`src/rtl/alarm_clock_core.sv`:
```
// BCD HH:MM:SS timekeeper with N_ALARM edge-triggered alarm channels (ring / timeout / ack / snooze).
// Define ALARM_SNOOZE_EN to build the snooze state and counter; otherwise the snooze input is ignored.

module alarm_chan #(
  parameter int RING_SECS  = 60,
  parameter int SNOOZE_MIN = 5
) (
  input  logic        clk,
  input  logic        rst,
  input  logic        tick,
  input  logic        wr,
  input  logic        wr_ok,
  input  logic [12:0] wr_time,
  input  logic        wr_en,
  input  logic        ack,
  input  logic        snooze,
  input  logic        min_tick,
  input  logic [12:0] nxt_hm,
  output logic        ring_nxt,
  output logic        ring
);
  localparam int RC_W = $clog2(RING_SECS + 1);

  typedef enum logic [1:0] {
    IDLE    = 2'd0,
    RINGING = 2'd1
`ifdef ALARM_SNOOZE_EN
    , SNOOZE = 2'd2
`endif
  } state_t;

  state_t          state, state_nxt;
  logic [12:0]     atime, atime_nxt;
  logic            aen, aen_nxt;
  logic [RC_W-1:0] rcnt, rcnt_nxt;
  logic            trig;

`ifdef ALARM_SNOOZE_EN
  localparam int SC_W = $clog2(SNOOZE_MIN * 60 + 1);
  logic [SC_W-1:0] scnt, scnt_nxt;
`else
  logic unused_snooze;
  assign unused_snooze = snooze;
`endif

  // Edge-triggered: only the tick that rolls seconds to :00 can match.
  assign trig = aen & min_tick & (nxt_hm == atime);

  always_comb begin
    state_nxt = state;
    atime_nxt = atime;
    aen_nxt   = aen;
    rcnt_nxt  = rcnt;
`ifdef ALARM_SNOOZE_EN
    scnt_nxt  = scnt;
`endif
    if (wr) begin
      state_nxt = IDLE;
      if (wr_ok) begin
        atime_nxt = wr_time;
        aen_nxt   = wr_en;
      end
    end else if (ack) begin
      state_nxt = IDLE;
`ifdef ALARM_SNOOZE_EN
    end else if (snooze && state == RINGING) begin
      state_nxt = SNOOZE;
      scnt_nxt  = SC_W'(SNOOZE_MIN * 60);
`endif
    end else if (trig) begin
      state_nxt = RINGING;
      rcnt_nxt  = '0;
    end else if (tick) begin
      case (state)
        RINGING: begin
          if (rcnt == RC_W'(RING_SECS - 1)) state_nxt = IDLE;
          else                              rcnt_nxt  = rcnt + 1'b1;
        end
`ifdef ALARM_SNOOZE_EN
        SNOOZE: begin
          if (scnt <= SC_W'(1)) begin
            state_nxt = RINGING;
            rcnt_nxt  = '0;
            scnt_nxt  = '0;
          end else begin
            scnt_nxt = scnt - 1'b1;
          end
        end
`endif
        default: ;
      endcase
    end
  end

  assign ring_nxt = (state_nxt == RINGING);

  always_ff @(posedge clk) begin
    if (rst) begin
      state <= IDLE;
      atime <= '0;
      aen   <= 1'b0;
      rcnt  <= '0;
      ring  <= 1'b0;
`ifdef ALARM_SNOOZE_EN
      scnt  <= '0;
`endif
    end else begin
      state <= state_nxt;
      atime <= atime_nxt;
      aen   <= aen_nxt;
      rcnt  <= rcnt_nxt;
      ring  <= ring_nxt;
`ifdef ALARM_SNOOZE_EN
      scnt  <= scnt_nxt;
`endif
    end
  end
endmodule

module alarm_clock_core #(
  parameter int N_ALARM    = 4,
  parameter int RING_SECS  = 60,
  parameter int SNOOZE_MIN = 5
) (
  input  logic                       clk,
  input  logic                       rst,
  input  logic                       tick_1hz,
  input  logic                       load,
  input  logic [13:0]                set_time,
  input  logic                       alm_wr,
  input  logic [$clog2(N_ALARM)-1:0] alm_sel,
  input  logic [13:0]                alm_time,
  input  logic                       alm_en,
  input  logic                       alm_ack,
  input  logic                       snooze,
  output logic [19:0]                time_bcd,
  output logic [N_ALARM-1:0]         ring,
  output logic                       ring_any
);
  localparam int SEL_W = $clog2(N_ALARM);

  logic [1:0] hd1, n_hd1;
  logic [3:0] hd0, n_hd0, md0, n_md0, sd0, n_sd0;
  logic [2:0] md1, n_md1, sd1, n_sd1;
  logic       min_tick, alm_ok;
  logic [N_ALARM-1:0] ring_nxt;

  // Fields packed right-aligned: md0[3:0] md1[6:4] hd0[10:7] hd1[12:11]; bit 13 must be zero.
  function automatic logic bcd_ok(input logic [13:0] t);
    return !t[13] && (t[3:0] <= 4'd9) && (t[6:4] <= 3'd5) && (t[10:7] <= 4'd9) &&
           ((t[12:11] < 2'd2) || (t[12:11] == 2'd2 && t[10:7] <= 4'd3));
  endfunction

  assign time_bcd = {hd1, hd0, md1, md0, sd1, sd0};
  assign alm_ok   = bcd_ok(alm_time);
  assign min_tick = tick_1hz & ~load & (sd0 == 4'd9) & (sd1 == 3'd5);

  always_comb begin
    {n_hd1, n_hd0, n_md1, n_md0, n_sd1, n_sd0} = {hd1, hd0, md1, md0, sd1, sd0};
    if (sd0 != 4'd9) n_sd0 = sd0 + 1'b1;
    else begin
      n_sd0 = '0;
      if (sd1 != 3'd5) n_sd1 = sd1 + 1'b1;
      else begin
        n_sd1 = '0;
        if (md0 != 4'd9) n_md0 = md0 + 1'b1;
        else begin
          n_md0 = '0;
          if (md1 != 3'd5) n_md1 = md1 + 1'b1;
          else begin
            n_md1 = '0;
            if (hd1 == 2'd2 && hd0 == 4'd3) begin
              n_hd1 = '0;
              n_hd0 = '0;
            end else if (hd0 == 4'd9) begin
              n_hd0 = '0;
              n_hd1 = hd1 + 1'b1;
            end else begin
              n_hd0 = hd0 + 1'b1;
            end
          end
        end
      end
    end
  end

  // A load, even a rejected one, swallows a coincident tick.
  always_ff @(posedge clk) begin
    if (rst) begin
      {hd1, hd0, md1, md0, sd1, sd0} <= '0;
    end else if (load) begin
      if (bcd_ok(set_time)) begin
        {hd1, hd0, md1, md0} <= set_time[12:0];
        {sd1, sd0}           <= '0;
      end
    end else if (tick_1hz) begin
      {hd1, hd0, md1, md0, sd1, sd0} <= {n_hd1, n_hd0, n_md1, n_md0, n_sd1, n_sd0};
    end
  end

  for (genvar i = 0; i < N_ALARM; i++) begin : g_chan
    alarm_chan #(
      .RING_SECS (RING_SECS),
      .SNOOZE_MIN(SNOOZE_MIN)
    ) u_chan (
      .clk     (clk),
      .rst     (rst),
      .tick    (tick_1hz),
      .wr      (alm_wr && (alm_sel == SEL_W'(i))),
      .wr_ok   (alm_ok),
      .wr_time (alm_time[12:0]),
      .wr_en   (alm_en),
      .ack     (alm_ack),
      .snooze  (snooze),
      .min_tick(min_tick),
      .nxt_hm  ({n_hd1, n_hd0, n_md1, n_md0}),
      .ring_nxt(ring_nxt[i]),
      .ring    (ring[i])
    );
  end

  always_ff @(posedge clk) begin
    if (rst) ring_any <= 1'b0;
    else     ring_any <= |ring_nxt;
  end
endmodule

```
`config.mk`:
```
export PLATFORM = sky130hd
export DESIGN_NAME = alarm_clock_core
export DESIGN_NICKNAME = d
export VERILOG_FILES = /design/src/rtl/alarm_clock_core.sv
export SDC_FILE = /design/constraint.sdc
export NUM_CORES = 1
export LEC_CHECK = 0
export ABC_AREA = 1
export BUFFER_PORTS_ARGS = -buffer_cell sky130_fd_sc_hd__buf_4
export CAP_MARGIN = 25
export CORE_AREA = 2 2 129 162
export DETAILED_ROUTE_END_ITERATION = 10
export DIE_AREA = 0 0 131 164
export HOLD_SLACK_MARGIN = 0.12
export MAX_ROUTING_LAYER = met4
export PLACE_DENSITY = 0.48
export SETUP_SLACK_MARGIN = 0.05
export SLEW_MARGIN = 20
export SYNTH_ARGS = -nofsm -noshare
export SYNTH_HDL_FRONTEND = slang
export SYNTH_SLANG_ARGS = --single-unit
```
`constraint.sdc`:
```
create_clock -name clk -period 2.4 [get_ports clk]
set_input_delay 0.48 -clock clk [delete_from_list [all_inputs] [get_ports clk]]
set_output_delay 0.48 -clock clk [all_outputs]
set_load 0.01 [all_outputs]
```
== Word-level counts from Yosys, hierarchy flattened ==
Cells that the tools add are included.

* Input bits: 38
* Logic and storage cells: 220
* Output and inout port bits: 25
* Bits in registers: 113

* Eq/ne operators: 36
* Bitwise gates (word level): 17
* Multiplexer cells: 80
* Add/sub/neg operators: 10
* Reduce and logical (&&, ||, !) cells: 40
* Magnitude comparators: 10

{| class="wikitable"
|+ Operators by type and width
! cell !! number
|-
| 2-to-1 mux 6 bit || 16
|-
| 2-to-1 mux 4 bit || 19
|-
| 2-to-1 mux 2 bit || 33
|-
| equality test 13 bit || 4
|-
| 2-to-1 mux 3 bit || 12
|-
| adder 6 x 1 -> 6 bit (second input constant) || 4
|-
| equality test 6 bit (second input constant) || 4
|-
| AND reduction 5 bit || 4
|-
| equality test 2 x 1 -> 1 bit (second input constant) || 9
|-
| nonzero test 2 bit || 9
|-
| <= comparator 4 bit (second input constant) || 4
|-
| logical AND 1 bit || 15
|-
| adder 4 x 1 -> 4 bit (second input constant) || 3
|-
| bitwise AND 1 bit || 11
|-
| equality test 2 bit (second input constant) || 5
|-
| != test 2 x 1 -> 1 bit (second input constant) || 5
|-
| AND reduction 2 bit || 5
|-
| equality test 4 bit (second input constant) || 2
|-
| <= comparator 4 x 2 -> 1 bit (second input constant) || 2
|-
| != test 4 bit (second input constant) || 2
|-
| adder 3 x 1 -> 3 bit (second input constant) || 2
|-
| <= comparator 3 bit (second input constant) || 2
|-
| != test 3 bit (second input constant) || 2
|-
| inverter 1 bit || 6
|-
| 10 further kinds || 13
|}

== Depth between registers and ports, before layout ==
* Depth after elaboration: 14
* Mapped depth: 20
* Depth with buffers taken out: 20

== Hierarchy ==
A second synthesis with hierarchy kept.

* Cells, all modules: 1,179
* Area total of the unflattened synthesis: 7,030.5 sq um

{| class="wikitable"
|+ By module, submodules not included
! module !! area each (sq um) !! times used !! cells each !! sequential area each (sq um)
|-
| alarm_chan || 1,373.8 || 4 || 232 || 460.4
|-
| alarm_clock_core || 1,535.2 || 1 || 251 || 420.4
|}

== Worst setup path before layout ==
No wires, ideal clock.

* Path type: reg-to-reg
* Start: register md0[0]
* End: register g_chan[2].u_chan.rcnt[2]
* Library setup time: 115 ps
* Setup slack: 112 ps
* Data required time: 2,285 ps
* Arrival: 2,173 ps
* Buffers on the path: 0
* Clock period less this slack: 2,288 ps
* Cell stages (with the launch flop): 17
* Cell sequence: dfxtp_1 -> ha_1 -> nand2_1 -> nor2_4 -> nand2_2 -> nor2_8 -> nand3_2 -> nand2_4 -> nand2_1 -> nand2_1 -> nand2_1 -> nor2_1 -> nand4_4 -> nand2_4 -> nand3_1 -> nand2_1 -> nor2_1

* Word-level cells in the longest chain between the ends: 8
* Elaborated cells between the ends (all ways): 21
* Those cells by class: 1 x add/sub; 3 x eq/ne; 13 x mux; 1 x bitwise; 3 x reduce/logical

{| class="wikitable"
|+ Ends and longest elaborated chain
! element !! RTL line !! text
|-
| start, declared || 143 || <nowiki>logic [3:0] hd0, n_hd0, md0, n_md0, sd0, n_sd0;</nowiki>
|-
| start signal, assigned || 193 || <nowiki>{hd1, hd0, md1, md0} <= set_time[12:0];</nowiki>
|-
| start signal, assigned || 197 || <nowiki>{hd1, hd0, md1, md0, sd1, sd0} <= {n_hd1, n_hd0, n_md1, n_md0, n_sd1, n_sd0};</nowiki>
|-
| adder 4 x 1 -> 4 bit or != test 4 bit (tied branches) || 166 || <nowiki>if (md0 != 4'd9) n_md0 = md0 + 1'b1;</nowiki>
|-
| 2-to-1 mux 4 bit (tied with other cells) || 166 ||
|-
| 2-to-1 mux 4 bit (tied with other cells) || 163 || <nowiki>if (sd1 != 3'd5) n_sd1 = sd1 + 1'b1;</nowiki>
|-
| 2-to-1 mux 4 bit (tied with other cells) || 160 || <nowiki>if (sd0 != 4'd9) n_sd0 = sd0 + 1'b1;</nowiki>
|-
| equality test 13 bit (*) || 47 || <nowiki>assign trig = aen & min_tick & (nxt_hm == atime);</nowiki>
|-
| bitwise AND 1 bit (*) || 47 ||
|-
| != test 2 x 1 -> 1 bit (no source line) or nonzero test 2 bit (tied branches) || n/a ||
|-
| AND reduction 5 bit (no source line) || n/a ||
|-
| end signal, assigned || 111 || <nowiki>rcnt <= rcnt_nxt;</nowiki>
|-
| end, declared || 35 || <nowiki>logic [RC_W-1:0] rcnt, rcnt_nxt;</nowiki>
|}

Mark *: on every way between the ends. The rest lies on a longest branch, timed or not.
A chain may end at the register's enable or synchronous reset.

== Worst setup path after layout ==
* Start: register sd0[1]
* End: register g_chan[2].u_chan.rcnt[2]

* Word-level cells in the longest chain between the ends: 7
* Elaborated cells between the ends (all ways): 16
* Those cells by class: 4 x eq/ne; 5 x mux; 4 x bitwise; 3 x reduce/logical

{| class="wikitable"
|+ Ends and longest elaborated chain
! element !! RTL line
|-
| start, declared || 143
|-
| start signal, assigned || 197
|-
| parallel branches: the longest is 4 deep, another holds equality test 13 bit || n/a
|-
| bitwise AND 1 bit (*) || 47
|-
| != test 2 x 1 -> 1 bit (no source line) or nonzero test 2 bit (tied branches) || n/a
|-
| AND reduction 5 bit (no source line) || n/a
|}

Every way passes the cells marked *.

==> metrics.yaml <==
route:
  wl_mm: 23.7
  drt_iter0_drc: 436
  first_pass_iters: 5
  drcViolationCount: 0
  vias_per_cell: 4.90
  ant_nets: 0
  vias: 7500
  wire_per_inst_um: 15.5
logic_synthesis:
  yosys_warnings: 0
  postSynthCellCount: 1044
  netlist-cell-type-count: 40
  synthTopCellsByArea: "dfxtp_1 (33%), nand2_1 (14%), nand3_1 (8.0%)"
  synth_fp_nets: 1093
  yosysSeqAreaShare_pct: 33.0
  synth_largest_area_cell: "dfxtp_1"
  netlist.area_leader.share_pct: 33.0
  syn_area_per_cell_um2: 6.56
  synth_area_mm2: 0.00685
  synth_seq_cells: 113
grt:
  grt_usage_pct: 23.6
  grt-ovfl-total: 0
  grt_pass1_vias: 7213
  antenna_found_initial: 0
  grt_pass1_wl_mm: 37.5
  grt_max_degree: 39
critical_path:
  r2r_setup_slack_ps: -90
  cp_cell_sequence: "inv_2 > ha_4 > nand2_4 > nor2_4 > nand2_4 > nor2_8 > nand3_4 > nand2_4 > nand2_2 > nand2_2 > nand2_2 > nor2_1 > buf_4 > nand4_4 > nand2_4 > nand3_2 > nand2_1 > nor2_1"
  crit_slowest_cell: "dfxtp_2"
  worst_setup_path_end_kind: "flop"
  crit_arrival_ps: 2810
  crit_path_frequent_cell: "nand2_4"
  cp_max_fo: 7
  critPathRequiredTime_ps: 2720
  r2r_cells: 18
  slowest_delay_ps: 320
  critPathKind: "flop to flop"
  r2r-end: "g_chan[2].u_chan.rcnt[2]"
  start_kind: "flop"
  r2r_start: "sd0[1]"
sta:
  slew_headroom_pct: 60.2
  fin_setup_tns_ps: -1360
  fmax_mhz: 402
  rsz0062_at_grt: "true"
  setup_slack_ps: -88.9
  hold_viol: 0
  fin_crit_sh_pct: 104
  worst_pin_slew_ps: 596
  maxSlewViolCount: 0
  finalClockSkew_ps: 11.1
  period_needed_ps: 2490
  setup_viol: 25
clock_network:
  clk_pin_slew_ps: 60
  htree_levels: 4
  cts_buffers: 17
  tritoncts: "yes"
  cts_sinks: 113
  insertion_delay_ps: 430
  cts.path.max_buffers: 2
  hold_buffers: 0
  root_buffer: "clkbuf_16"
die:
  dieArea_mm2: 0.0215
  die_h_um: 164
  core_area_mm2: 0.0200
  io_pins: 63
  fp.dieW_um: 131
  initial_core_util_pct: 34.3
  row_count: 58
worst_hold_path:
  min_path_cells: 2
  hp-class: "input pin to flop"
  min_from: "alm_ack"
  hold_end: "g_chan[2].u_chan.state[1]"
place:
  port-buffer-count: 61
  place_ws_ps: -185
  hpwl_mm: 17.7
  routabilityCongestion: 0.909
  place_area_mm2: 0.00855
pwr:
  leakagePower_nw: 4.54
  p_per_area_mw_per_mm2: 571
  vdd_drop_max_uv: 493
  power.total_w: 0.00586
cells_and_area:
  antenna_cells: 0
  final_core_util_pct: 51.4
  area_growth_pct: 49.9
  final_cell_area_mm2: 0.0103
  final_nets: 1296
  fillers: 2044
  layout-drive-gt1-share_pct: 37.4
status:
  violations: "negative setup slack"
  status: "finished, violations left"
run:
  maxCapViolations: 0
layout by cell type, fill, tap and decap left out, types with 3 or more instances in the layout:
cell type	netlist	layout
a221oi_1	4	4
nand2_2	15	59
nand3b_1	6	6
nand3_1	109	62
clkinvlp_4	0	3
nor3_2	0	4
dfxtp_1	113	108
xor2_1	13	13
clkbuf_8	0	3
nand4_1	30	30
clkbuf_16	0	17
dfxtp_2	0	5
nand3_2	4	43
nor2_4	8	20
buf_12	0	3
a211oi_1	3	3
bufinv_16	0	5
a21oi_2	0	8
o211ai_1	7	7
o21ai_0	73	70
buf_4	4	197
a21oi_1	93	85
nand2_1	251	181
nand3_4	4	12
nor2_1	87	66
nand2_4	9	34
inv_2	4	13
inv_1	129	118
ha_1	11	9
nor2_2	5	14
buf_6	1	14
nor3_1	14	10
worst max path at each step:
stage	depth (start not counted)	endpoint	start	slack, ps
2_1_floorplan	16	g_chan[2].u_chan.rcnt[2]	md0[0]	110
3_3_place_gp	16	g_chan[0].u_chan.rcnt[0]	md0[1]	-160
3_5_place_dp	16	g_chan[0].u_chan.rcnt[0]	md0[1]	-190
4_1_cts	18	ring_any	sd0[1]	-30
5_1_grt	17	g_chan[3].u_chan.rcnt[5]	sd0[1]	-250
6_report	18	g_chan[2].u_chan.rcnt[2]	sd0[1]	-90
Yosys cell counts (all sizes together):
cell,count
a211oi,3
a21oi,93
a221oi,4
a31oi,1
and2,1
buf,6
clkbuf,25
dfxtp,113
ha,11
inv,133
nand2,275
nand3,117
nand3b,6
nand4,32
nor2,101
nor3,14
nor3b,2
nor4,3
nor4b,2
o2111a,1
o2111ai,1
o211a,1
o211ai,7
o21ai,74
o31ai,2
o41ai,1
xnor2,2
xor2,13
area by class of cell:
cell class	count	area (µm²)	area share, %
repair buffers	214	1700	16.5
flip-flops and latches	113	2270	22.1
well taps	270	338	3.29
multi-input cells	768	4780	46.6
clock buffers	20	467	4.55
clock inverters	12	204	1.99
inverters	133	502	4.89
routing by layer:
layer	up-vias	wire length, µm	track usage [%]
met1	3483	11100	30.1
met3	43	735	3.19
met2	119	11200	37.7
li1	3855	-	-
met4	0	726	9.04
met5	-	0	-
state kept, by name, indices dropped and copies added, names as in the netlist:
| name | cells |
|---|---|
| g_chan.u_chan.aen | 4 |
| g_chan.u_chan.atime | 52 |
| g_chan.u_chan.rcnt | 24 |
| g_chan.u_chan.ring | 4 |
| g_chan.u_chan.state | 8 |
| hd0 | 4 |
| hd1 | 2 |
| md0 | 4 |
| md1 | 3 |
| ring_any | 1 |
| sd0 | 4 |
| sd1 | 3 |
where the power goes:
| part | total, W | switching (W) | internal (W) |
|---|---|---|---|
| clock | 0.00292 | 0.000993 | 0.00193 |
| sequential | 0.00193 | 0.0000270 | 0.00191 |
| combinational | 0.00101 | 0.000586 | 0.000421 |
worst max-delay path, delay by kind of cell (launching register included):
family,cells,cell delay [ps]
buffers and inverters,2,190
flip-flops,1,320
AND/OR/NAND/NOR,15,1720
adder cells (fa/ha/maj),1,140
through the flow:
stage                     std cells  hold slack, ps
after floorplan                1044             430
after global placement         1481             454
after detailed placement       1481             458
after CTS                      1521             252
after global routing           1530             254
final                          1530             265
repair_timing:
item | in CTS | in global routing
setup buffers | 7 | 9
cloned | 1 | 0
resized for setup | 91 | 150
setup endpoints to repair | 35 | 37
pin swaps | 12 | 69
kinds of logic after synthesis:
group	Yosys count	share of synthesized area (%)
simple gates	553	38.9
buf+inv	164	9.34
fa+ha+maj	11	2.01
xor+xnor	15	1.92
compound gates	188	14.8
flops	113	33.0
(Power assumes the default switching activity.)
